--- config.mk ---
export PLATFORM = sky130hd
export DESIGN_NAME = freq_calc
export DESIGN_NICKNAME = d
export VERILOG_FILES = /design/src/rtl/freq_pkg.sv /design/src/rtl/freq_calc_seq_div.sv /design/src/rtl/freq_calc.sv
export SDC_FILE = /design/constraint.sdc
export NUM_CORES = 1
export LEC_CHECK = 0
export ABC_AREA = 1
export BUFFER_PORTS_ARGS = -buffer_cell sky130_fd_sc_hd__buf_2
export CAP_MARGIN = 30
export CORE_MARGIN = 2
export CORE_UTILIZATION = 33
export CTS_BUF_LIST = sky130_fd_sc_hd__clkbuf_8
export DETAILED_ROUTE_END_ITERATION = 16
export PLACE_DENSITY = 0.51
export SYNTH_ARGS = -nofsm -noshare
export SYNTH_HDL_FRONTEND = slang
export SYNTH_SLANG_ARGS = --single-unit
--- constraint.sdc ---
create_clock -name clk -period 6 [get_ports clk]
set_input_delay 0.6 -clock clk [delete_from_list [all_inputs] [get_ports clk]]
set_output_delay 0.6 -clock clk [all_outputs]
set_load 0.03 [all_outputs]
--- src/rtl/freq_pkg.sv ---
// Shared constants for the frequency calculation path: default widths,
// reference clock rate and FSM state encodings.
`timescale 1ns/1ps
package freq_pkg;

    localparam int          CNT_W_DEF       = 28;
    localparam int          OUT_W_DEF       = 32;
    localparam logic [31:0] CLK_FREQ_HZ_DEF = 32'd100_000_000;

    typedef logic [1:0] state_t;

    localparam state_t S_IDLE = 2'd0;
    localparam state_t S_MUL  = 2'd1;
    localparam state_t S_DIV  = 2'd2;
    localparam state_t S_DONE = 2'd3;

endpackage

--- src/rtl/freq_calc_seq_div.sv ---
// Generic multi-cycle restoring divider, one quotient bit per clock, MSB first.
// done is high during the final step; quot/rem hold the result from the next cycle.
`timescale 1ns/1ps
module seq_div #(
    parameter int NUM_W = 60,
    parameter int DEN_W = 28
) (
    input  logic             clk,
    input  logic             rst_n,
    input  logic             start,
    input  logic [NUM_W-1:0] num,
    input  logic [DEN_W-1:0] den,
    output logic             done,
    output logic [NUM_W-1:0] quot,
    output logic [DEN_W:0]   rem
);

    localparam int IT_W = $clog2(NUM_W);

    logic            active_r;
    logic [IT_W-1:0] iter_r;
    logic [IT_W-1:0] bit_idx_s;
    logic [DEN_W:0]  rem_sh_s;
    logic [DEN_W:0]  rem_nxt_s;
    logic            ge_s;

    // One restoring step: shift in the next numerator bit and trial-subtract.
    always_comb begin
        bit_idx_s = IT_W'(NUM_W - 1) - iter_r;
        rem_sh_s  = {rem[DEN_W-1:0], num[bit_idx_s]};
        ge_s      = (rem_sh_s >= {1'b0, den});
        if (ge_s) begin
            rem_nxt_s = rem_sh_s - {1'b0, den};
        end else begin
            rem_nxt_s = rem_sh_s;
        end
    end

    assign done = active_r && (iter_r == IT_W'(NUM_W - 1));

    // Iteration control and quotient/remainder registers.
    always_ff @(posedge clk or negedge rst_n) begin
        if (!rst_n) begin
            active_r <= 1'b0;
            iter_r   <= {IT_W{1'b0}};
            quot     <= {NUM_W{1'b0}};
            rem      <= {(DEN_W + 1){1'b0}};
        end else if (start) begin
            active_r <= 1'b1;
            iter_r   <= {IT_W{1'b0}};
            quot     <= {NUM_W{1'b0}};
            rem      <= {(DEN_W + 1){1'b0}};
        end else if (active_r) begin
            rem  <= rem_nxt_s;
            quot <= {quot[NUM_W-2:0], ge_s};
            if (done) begin
                active_r <= 1'b0;
            end else begin
                iter_r <= iter_r + IT_W'(1);
            end
        end
    end

endmodule

--- src/rtl/freq_calc.sv ---
// Converts gate-window counts into a frequency in Hz:
// freq = floor(CLK_FREQ_HZ * cnt_squ / cnt_clk), with divide-by-zero and saturation flags.
`timescale 1ns/1ps
module freq_calc
    import freq_pkg::*;
#(
    parameter int          CNT_W       = CNT_W_DEF,
    parameter logic [31:0] CLK_FREQ_HZ = CLK_FREQ_HZ_DEF,
    parameter int          OUT_W       = OUT_W_DEF
) (
    input  logic             clk,
    input  logic             rst_n,
    input  logic [CNT_W-1:0] cnt_clk,
    input  logic [CNT_W-1:0] cnt_squ,
    output logic [OUT_W-1:0] freq_hz,
    output logic             freq_valid,
    output logic             busy,
    output logic             div_err,
    output logic             sat
);

    localparam int NUM_W = CNT_W + 32;

    state_t           state_r;
    state_t           state_nxt_s;
    logic [CNT_W-1:0] cnt_clk_q_r;
    logic [CNT_W-1:0] cnt_squ_q_r;
    logic             armed_r;
    logic             pending_r;
    logic [CNT_W-1:0] clk_op_r;
    logic [CNT_W-1:0] squ_op_r;
    logic [NUM_W-1:0] num_r;
    logic             chg_s;
    logic             div_start_s;
    logic             div_done_s;
    logic [NUM_W-1:0] div_quot_s;
    logic [CNT_W:0]   div_rem_unused_s;
    logic             ovf_s;

    // armed_r keeps the first post-reset cycle from treating stale inputs as a new measurement.
    assign chg_s       = armed_r && ((cnt_clk != cnt_clk_q_r) || (cnt_squ != cnt_squ_q_r));
    assign div_start_s = (state_r == S_MUL);
    assign ovf_s       = |div_quot_s[NUM_W-1:OUT_W];

    // Input shadows for change detection.
    always_ff @(posedge clk or negedge rst_n) begin
        if (!rst_n) begin
            cnt_clk_q_r <= {CNT_W{1'b0}};
            cnt_squ_q_r <= {CNT_W{1'b0}};
            armed_r     <= 1'b0;
        end else begin
            cnt_clk_q_r <= cnt_clk;
            cnt_squ_q_r <= cnt_squ;
            armed_r     <= 1'b1;
        end
    end

    // Next-state logic for IDLE -> MUL -> DIV -> DONE.
    always_comb begin
        state_nxt_s = state_r;
        case (state_r)
            S_IDLE: begin
                if (chg_s || pending_r) begin
                    state_nxt_s = S_MUL;
                end else begin
                    state_nxt_s = S_IDLE;
                end
            end
            S_MUL:  state_nxt_s = S_DIV;
            S_DIV: begin
                if (div_done_s) begin
                    state_nxt_s = S_DONE;
                end else begin
                    state_nxt_s = S_DIV;
                end
            end
            S_DONE: state_nxt_s = S_IDLE;
            default: state_nxt_s = S_IDLE;
        endcase
    end

    // State, operand capture, one-deep pending flag and the product register.
    always_ff @(posedge clk or negedge rst_n) begin
        if (!rst_n) begin
            state_r   <= S_IDLE;
            busy      <= 1'b0;
            pending_r <= 1'b0;
            clk_op_r  <= {CNT_W{1'b0}};
            squ_op_r  <= {CNT_W{1'b0}};
            num_r     <= {NUM_W{1'b0}};
        end else begin
            state_r <= state_nxt_s;
            busy    <= (state_nxt_s != S_IDLE);
            if (state_r == S_IDLE) begin
                if (chg_s || pending_r) begin
                    clk_op_r  <= cnt_clk;
                    squ_op_r  <= cnt_squ;
                    pending_r <= 1'b0;
                end
            end else if (chg_s) begin
                pending_r <= 1'b1;
            end
            if (state_r == S_MUL) begin
                num_r <= NUM_W'(CLK_FREQ_HZ) * NUM_W'(squ_op_r);
            end
        end
    end

    seq_div #(
        .NUM_W (NUM_W),
        .DEN_W (CNT_W)
    ) u_div (
        .clk   (clk),
        .rst_n (rst_n),
        .start (div_start_s),
        .num   (num_r),
        .den   (clk_op_r),
        .done  (div_done_s),
        .quot  (div_quot_s),
        .rem   (div_rem_unused_s)
    );

    // Result registers: only DONE updates them.
    always_ff @(posedge clk or negedge rst_n) begin
        if (!rst_n) begin
            freq_hz    <= {OUT_W{1'b0}};
            freq_valid <= 1'b0;
            div_err    <= 1'b0;
            sat        <= 1'b0;
        end else begin
            freq_valid <= (state_r == S_DONE);
            if (state_r == S_DONE) begin
                if (clk_op_r == {CNT_W{1'b0}}) begin
                    freq_hz <= {OUT_W{1'b0}};
                    div_err <= 1'b1;
                    sat     <= 1'b0;
                end else if (ovf_s) begin
                    freq_hz <= {OUT_W{1'b1}};
                    div_err <= 1'b0;
                    sat     <= 1'b1;
                end else begin
                    freq_hz <= div_quot_s[OUT_W-1:0];
                    div_err <= 1'b0;
                    sat     <= 1'b0;
                end
            end
        end
    end

endmodule

Word level (Yosys, flattened, before mapping)
Cells that the tools add are included.
{"block": "word_totals", "output_inout_bits": 36, "regBits": 294}
{"block": "classes", "magnitude_cmp": 2, "mux": 24, "addsub": 3, "mul": 1, "eq_ne": 8, "n_reduce_logical": 13}
{"cell": "60-bit 2-to-1 mux", "n": 2}
{"cell": "28-bit 2-to-1 mux", "n": 3}
{"cell": "32-bit 2-to-1 mux", "n": 2}
{"cell": "28-bit inequality test", "n": 2}
{"cell": "19-bit by 28-bit multiplier with 47-bit output (first input constant)", "n": 1}
{"cell": "29-bit by 28-bit greater-or-equal comparator with 1-bit output", "n": 1}
{"cell": "28-bit logical NOT", "n": 1}
{"cell": "28-bit OR reduction", "n": 1}
{"cell": "28-bit subtractor", "n": 1}
{"cell": "6-bit 2-to-1 mux", "n": 3}
{"cell": "1-bit 2-to-1 mux", "n": 12}
{"cell": "2-bit case mux with 4 select lines", "n": 1}
{"cell": "6-bit by 7-bit less-than comparator with 1-bit output (second input constant)", "n": 1}
{"cell": "6-bit by 1-bit adder with 6-bit output (second input constant)", "n": 1}
{"cell": "1-bit binary-select mux with 6-bit select", "n": 1}
{"cell": "6-bit equality test (second input constant)", "n": 1}
{"cell": "2-bit AND reduction", "n": 3}
{"cell": "2-bit nonzero test", "n": 3}
{"cell": "6-bit subtractor (first input constant)", "n": 1}
{"cell": "2-bit equality test (second input constant)", "n": 2}
{"cell": "2-bit inequality test (second input constant)", "n": 2}
{"cell": "2-bit by 1-bit equality test with 1-bit output (second input constant)", "n": 1}
{"cell": "1-bit logical AND", "n": 2}
{"cell": "2-bit logical NOT", "n": 1}
{"cell": "1-bit logical OR", "n": 2}

Longest topological paths before layout
Gate-level depths: netlist of run 1.
{"block": "depth", "ltp_word": 7, "mapped_depth": 26}

By module
A second synthesis of run 1 with hierarchy kept.
{"block": "hier_totals", "cells_unflattened": 3216, "area_unflattened_um2": 25822.3}
{"mod": "freq_calc", "area_each_um2": 19042.0, "instances": 1, "cells_per_inst": 2200}
{"mod": "seq_div", "area_each_um2": 6780.3, "instances": 1, "cells_per_inst": 1016}

Worst setup path after synthesis of run 1
No wires, ideal clock.
{"block": "synth_path", "kind": "reg2reg", "startpoint": "reg squ_op_r[5]", "endpoint": "reg num_r[45]", "period_less_slack_ns": 5.170, "path_stages_with_launch": 23, "arrival_ns": 5.052, "required_ns": 5.882, "setup_time_ns": 0.118, "setup_slack_ns": 0.830, "cell_sequence": "dfrtp_1 > inv_1 > fa_1 > inv_1 > fa_1 > fa_1 > fa_1 > fa_1 > inv_1 > fa_1 > inv_1 > ha_1 > nand2_1 > nor2_1 > inv_1 > nor3_1 > nand3_1 > nand3_1 > nand2_1 > nand2_1 > nand2_1 > nand3_1 > nand2_1"}
{"block": "synth_between", "elab_chain_cells": 1}
{"item": "from (decl)", "line_no": "freq_calc.sv:31", "source": "logic [CNT_W-1:0] squ_op_r;"}
{"item": "from (signal assigned)", "line_no": "freq_calc.sv:89", "source": "squ_op_r <= {CNT_W{1'b0}};"}
{"item": "from (signal assigned)", "line_no": "freq_calc.sv:97", "source": "squ_op_r <= cnt_squ;"}
{"item": "19-bit by 28-bit multiplier with 47-bit output", "line_no": "freq_calc.sv:104", "source": "num_r <= NUM_W'(CLK_FREQ_HZ) * NUM_W'(squ_op_r);"}
{"item": "to (signal assigned)", "line_no": "freq_calc.sv:90", "source": "num_r <= {NUM_W{1'b0}};"}
{"item": "to (signal assigned)", "line_no": "freq_calc.sv:104"}
{"item": "to (decl)", "line_no": "freq_calc.sv:32", "source": "logic [NUM_W-1:0] num_r;"}
Every way passes these cells.
A chain may end at the register's enable or synchronous reset.

Final worst setup path of run 1
{"block": "layout_path", "startpoint": "reg squ_op_r[19]", "endpoint": "reg num_r[41]"}
The elaborated chain is that of the path after synthesis.

==> impl_results.md, run 1 <==
- Clock power frac: 0.513
- Detailed Route Iter0 Violations: 1237
- Sequential fraction of the synthesis area: 0.287
- Min setup slack post-route: 0.313 ns
- Gr ovfl total: 0
- CTS Buf Count: 56
- CTS max path bufs: 3
- Crit path capture type: flop
- Worst-Margin Slew: 0.821 ns
- Status: finished, final reports clean
- Crit Path Max Fanout: 7
- Endpoints failing setup: 0
- Synth unique cells: 40
- P per Cell Area: 153 nW/um2
- Row cnt: 102
- Routed Antenna Nets: 0
- Initial DRT Pass Iterations: 5
- Cell area after placement: 27400 um2
- Worst EP required: 6.55 ns
- Routed wire length: 69900 um
- Core area: 77200 um2
- Mean number of vias per cell: 4.56
- Post-synthesis compound-gate area fraction: 0.0587
- Multiplexer share of the synthesized area: 0
- Die H: 283 um
- Post-route DRC: 0
- Fin crit period: 5.69 ns
- Die Area: 80000 um2
- Mapped Cells: 3186
- Sw frac: 0.242
- Max Fclk: 176 MHz
- Max-Slew Margin vs Limit: 0.453
- Gpl congestion: 0.916
- Horiz. Die Dim: 283 um
- Ports: 94
- Avg Synthesized Cell Area: 8.05 um2
- Dpl hpwl: 55600 um
- Vias in the first global route: 20.4k
- CTS tree: done
- Cell mode on critical path: fa_1
- Synth Area in XOR/XNOR: 0.0222
- Mapped Nets: 3717
- Port bufs: 93
- Main combinational cell family by area after synthesis: adder cells
- Max Slew Vio Count: 0
- Wire length per cell: 15.9 um
- Simple-gate area share of the yosys netlist: 0.219
- HP Class: input pin to flop
- Antenna violations before repair: 4
- Synth Register Bits: 294
- Sequential Power Share: 0.457
- Unrepaired setup endpoints after global routing: false
- CP arrival: 6.24 ns
- Routed via count: 20.0k
- Slowest stage delay, CP: 0.62 ns
- First-pass GRT wire length: 113000 um
- Pre-CTS setup slack: 0.211 ns
- Largest net degree at the start of global routing: 132
- Clock transition at path regs: 0.06 ns
- R2R Setup Slk: 0.31 ns
- Setup Fix Bufs, Post-CTS: 0
- Final Skew: 0.0261 ns
- Crit path max-delay cell type: dfrtp_1
- H-tree lvl count: 2
- Final total power: 4.40 mW
- Final setup TNS: 0 ns
- P_leak: 16.6 nW
- Startpoint class of the critical path: flop
- GRT Total Usage: 0.180
- Synth Warn #: 0
- Ratio of cells with drive above 1 in the final layout: 0.0745
- Worst skew pair latency: 0.67 ns
- Kind of critical path: flop to flop
- Worst vdd ir: 0.000187 V
- Psw: 1.06 mW
- Mapped Area: 25700 um2
- Layout area overhead: 11.9%
- Max Cap Violations: 0
- Nets: 3826
- Final period util: 0.948
- Initial Util: 0.332
- Gate power share: 0.030
- Sink Count: 294
- Final instance area: 28700 um2
- Internal: 3.33 mW
- Hold Fails Final Rpt: 0
- CP cell instances: inv_1 > fa_1 > inv_1 > fa_1 > fa_1 > fa_1 > fa_1 > inv_1 > fa_1 > inv_1 > ha_1 > a21oi_1 > o21ai_0 > a21oi_1 > o21a_1 > nand3b_1 > nand3_1 > nand2_1
- CTS root buf: clkbuf_8
- Post-Synth Adder-Cell Area: 0.300
- Fin util: 0.372
==> Yosys cell counts, drive strengths merged <==
master | number | area share
xnor2 | 39 | 0.013
o21bai | 7 | 0.0020
inv | 683 | 0.10
o21a | 3 | 0.00088
clkbuf | 43 | 0.0063
xor2 | 26 | 0.0089
o21ai | 100 | 0.020
o22ai | 59 | 0.014
or2 | 1 | 0.00024
nor4 | 11 | 0.0029
fa | 236 | 0.18
a21oi | 71 | 0.014
dfrtp | 294 | 0.29
conb | 1 | 0.00015
nor3 | 47 | 0.0098
buf | 29 | 0.0079
nand2 | 850 | 0.13
a31oi | 1 | 0.00083
nor2 | 166 | 0.025
a21o | 22 | 0.0064
nand4 | 30 | 0.0073
nand3 | 195 | 0.039
nand2b | 1 | 0.00024
and2 | 4 | 0.00098
nand3b | 28 | 0.0082
o211ai | 2 | 0.00058
ha | 237 | 0.12
==> path summary, 6_finish.rpt <==
path | start | endpoint | cells past startpoint
worst max-delay path | squ_op_r[19]$_DFFE_PN0P_ | num_r[41]$_DFFE_PN0P_ | 18
worst min-delay path | cnt_squ[25] | cnt_squ_q_r[25]$_DFF_PN0_ | 1
worst max register to register | squ_op_r[19]$_DFFE_PN0P_ | num_r[41]$_DFFE_PN0P_ | 18
worst min register to register | clk_op_r[20]$_DFFE_PN0P_ | clk_op_r[20]$_DFFE_PN0P_ | 2
max in group asynchronous | rst_n | squ_op_r[6]$_DFFE_PN0P_ | 3
min in group asynchronous | rst_n | freq_hz[26]$_DFFE_PN0P_ | 2
==> critical path: cells and delay by family, from the launching register on <==
family | cells | cell delay (ns)
AND/OR/NAND/NOR | 3 | 0.22
buffers and inverters | 4 | 0.39
adder cells (fa/ha/maj) | 7 | 3.40
AO/OA/AOI/OAI | 4 | 0.93
flip-flops | 1 | 0.62
==> cell usage in the layout, fill, tap and decap left out, drive strengths merged, types with 7 or more instances in the layout <==
cell type,Yosys,layout
clkinv,0,8
ha,237,237
inv,683,699
nand3b,28,28
nand4,30,30
dfrtp,294,294
o21bai,7,7
o22ai,59,59
xnor2,39,39
fa,236,236
a21oi,71,71
a21o,22,22
o21ai,100,100
nor4,11,11
buf,29,122
nand3,195,195
nor2,166,166
clkbuf,43,74
nor3,47,47
nand2,850,850
xor2,26,26
==> through the flow <==
step	cells	hold slack, ns
after floorplan	3186	0.304
after detailed placement	4275	0.459
after global placement	4272	0.455
final	4386	0.0772
after CTS	4381	0.0257
after global routing	4385	0.0378
==> logic make-up after synthesis <==
family | after synthesis
adders and majority gates | 473
AOI/OAI and AO/OA | 265
xor gates and xnor gates | 65
other | 1
DFF | 294
buffers and inverters | 755
and+or+nand+nor | 1333
==> metal layers <==
metal | vias to the layer above | global-route usage | routed length, um
li1 | 10100 | - | -
met2 | 335 | 0.280 | 30500
met4 | 2 | 0.0514 | 1930
met1 | 9497 | 0.261 | 34600
met3 | 98 | 0.0262 | 2940
met5 | - | 0 | 10
==> what timing repair did <==
item / in CTS / in global routing
gates resized for setup: 0 / 7
endpoints found under the setup margin: 0 / 12
hold buffers: 1 / 0
endpoints found under the hold margin: 61 / 0
==> sequential cells by signal, summed over array words and instances, names as in the netlist <==
| name | count |
|---|---|
| armed_r | 1 |
| busy | 1 |
| clk_op_r | 28 |
| cnt_clk_q_r | 28 |
| cnt_squ_q_r | 28 |
| div_err | 1 |
| freq_hz | 32 |
| freq_valid | 1 |
| num_r | 47 |
| pending_r | 1 |
| sat | 1 |
| squ_op_r | 28 |
| state_r | 2 |
| u_div.active_r | 1 |
| u_div.iter_r | 6 |
| u_div.quot | 60 |
| u_div.rem | 28 |
==> power by group through the flow <==
stage / Clock, mW / Sequential, mW / Combinational [mW]
6_report: 2.26 / 2.01 / 0.131
5_1_grt: 2.42 / 2.01 / 0.154
4_1_cts: 2.33 / 2.01 / 0.137
3_5_place_dp: 0 / 2.05 / 0.135
3_3_place_gp: 0 / 2.05 / 0.134
2_1_floorplan: 0 / 2.05 / 0.0445
==> cell type report <==
| class | instances | area, um2 |
|---|---|---|
| repair buffers | 123 | 786 |
| inverters | 683 | 2560 |
| clock inverters | 31 | 278 |
| well taps | 1040 | 1300 |
| fillers | 8128 | 48500 |
| clock buffers | 74 | 1020 |
| multi-input cells | 2137 | 15400 |
| diodes | 4 | 10.0 |
| flip-flops and latches | 294 | 7370 |
(Power assumes the default switching activity.)
==> run 2, diff against run 1 <==
--- a/config.mk
+++ b/config.mk
@@ -8,7 +8,7 @@
 export ABC_AREA = 1
 export BUFFER_PORTS_ARGS = -buffer_cell sky130_fd_sc_hd__buf_2
 export CAP_MARGIN = 30
-export CORE_MARGIN = 2
+export CORE_MARGIN = 5
 export CORE_UTILIZATION = 33
 export CTS_BUF_LIST = sky130_fd_sc_hd__clkbuf_8
 export DETAILED_ROUTE_END_ITERATION = 16
==> run 2 against run 1 <==
Against the previous run: worst hold slack better by 0.00064 ns; register-to-register slack better by 0.05 ns; flip-flop and latch count unchanged; routed wire length about the same; clock power up 4%; critical path depth unchanged; critical endpoint is now num_r[38]$_DFFE_PN0P_; largest cell class unchanged.
==> impl_results.md, run 2 (same netlist as run 1, synthesis figures left out) <==
- HP Class: input pin to flop
- Worst-Margin Slew: 0.786 ns
- Largest net degree at the start of global routing: 127
- Core area: 77300 um2
- Row cnt: 102
- Gpl congestion: 0.895
- Final period util: 0.940
- GRT Total Usage: 0.171
- Initial Util: 0.332
- Worst EP required: 6.55 ns
- P_leak: 16.7 nW
- Die Area: 83400 um2
- Worst skew pair latency: 0.68 ns
- Die H: 289 um
- Max Slew Vio Count: 0
- Ratio of cells with drive above 1 in the final layout: 0.0759
- Max Fclk: 177 MHz
- Final setup TNS: 0 ns
- Worst vdd ir: 0.000194 V
- CTS tree: done
- Routed wire length: 69900 um
- Post-route DRC: 0
- Largest regs: u_div.quot (60), num_r (47), freq_hz (32)
- Ports: 94
- Startpoint class of the critical path: flop
- Max reg flops: 60
- Kind of critical path: flop to flop
- Vias in the first global route: 20.4k
- Largest Register: u_div.quot
- Hold Fails Final Rpt: 0
- Routed Antenna Nets: 0
- Status: finished, final reports clean
- Port bufs: 93
- Number of fillers in the final layout: 8222
- Fin crit period: 5.64 ns
- Mean number of vias per cell: 4.54
- Crit Path Max Fanout: 7
- Horiz. Die Dim: 289 um
- CTS root buf: clkbuf_8
- Final Skew: 0.0299 ns
- Final instance area: 28800 um2
- Layout area overhead: 12.3%
- CTS max path bufs: 3
- Endpoints failing setup: 0
- P per Cell Area: 156 nW/um2
- Routed via count: 19.9k
- Dpl hpwl: 55500 um
- H-tree lvl count: 2
- Initial DRT Pass Iterations: 5
- R2R Setup Slk: 0.36 ns
- CP arrival: 6.19 ns
- Clock transition at path regs: 0.07 ns
- Max Cap Violations: 0
- Antenna violations before repair: 5
- Max-Slew Margin vs Limit: 0.476
- Sink Count: 294
- Wire length per cell: 15.9 um
- Crit path capture type: flop
- CTS Buf Count: 57
- Most frequent cells in the layout: 842 x nand2_1, 694 x inv_1, 287 x dfrtp_1
- Cell area after placement: 27400 um2
- Gr ovfl total: 0
- First-pass GRT wire length: 114000 um
- Detailed Route Iter0 Violations: 1058
- Unrepaired setup endpoints after global routing: false
- Commonest non-fill, non-tap cell in the layout: nand2_1
- Nets: 3830
==> run 2: cell types whose count changed in the layout (fill, tap and decap cells not counted), moves of 2 or more <==
cell / delta
buf_4: +2
bufinv_16: +2
clkinvlp_4: -2
diode_2: -2
inv_1: +3
==> run 2: worst max-delay path, stage by stage (launching register included) <==
cell,delay (ns)
dfrtp_2,0.52
inv_1,0.18
fa_1,0.53
inv_1,0.05
fa_1,0.55
fa_1,0.46
fa_1,0.52
fa_1,0.54
inv_1,0.05
fa_1,0.53
inv_1,0.04
ha_1,0.36
a21oi_1,0.19
o21ai_0,0.19
a21oi_1,0.15
nand3_1,0.22
or2_2,0.34
nand3_1,0.06
nand2_1,0.05
==> run 2: path summary, 6_finish.rpt <==
| check | startpoint | to | depth (start not counted) |
|---|---|---|---|
| max | squ_op_r[15]$_DFFE_PN0P_ | num_r[38]$_DFFE_PN0P_ | 18 |
| min | cnt_squ[26] | cnt_squ_q_r[26]$_DFF_PN0_ | 1 |
| max reg2reg | squ_op_r[15]$_DFFE_PN0P_ | num_r[38]$_DFFE_PN0P_ | 18 |
| min reg2reg | clk_op_r[21]$_DFFE_PN0P_ | clk_op_r[21]$_DFFE_PN0P_ | 2 |
| max in group asynchronous | rst_n | squ_op_r[14]$_DFFE_PN0P_ | 3 |
| min in group asynchronous | rst_n | freq_hz[21]$_DFFE_PN0P_ | 2 |
==> run 2: area by class of cell <==
type                            count  area (um2)  area share
Multi-Input combinational cell   2137       15400       0.534
Sequential cell                   294        7370       0.256
Inverter                          683        2560      0.0890
Tap cell                         1040        1300      0.0452
Clock buffer                       74        1020      0.0354
Timing Repair Buffer              126         823      0.0286
Clock inverter                     34         339      0.0118
Antenna cell                        2        5.00    0.000174
==> run 2: timing repair <==
action | CTS | global route
hold endpoints to repair | 67 | 0
setup endpoints to repair | 0 | 16
setup buffers | 0 | 0
gates resized for setup | 0 | 9
hold buffers | 1 | 0
==> run 2: where the power goes <==
part,switching (mW),internal [mW]
Sequential,0.00855,2.00
Clock,0.985,1.38
Combinational,0.0879,0.0431
==> run 2: stage by stage <==
step                setup WS (ns)  instances  power [mW]  hold slack, ns   util
floorplan                   0.830       3186        2.09           0.304      -
global placement            0.235       4273        2.18           0.455  0.353
detailed placement          0.219       4276        2.18           0.460  0.354
CTS                         0.195       4385        4.61         0.00755  0.371
global route              0.00506       4389        4.72          0.0170  0.372
finish                      0.362       4390        4.51          0.0778  0.372
==> run 2: routing by layer <==
metal	part of all wire	GRT usage	routed length, um
met3	0.041	0.0225	2870
met5	0.00011	0	8
met2	0.44	0.268	31000
met4	0.021	0.0384	1480
met1	0.49	0.253	34500
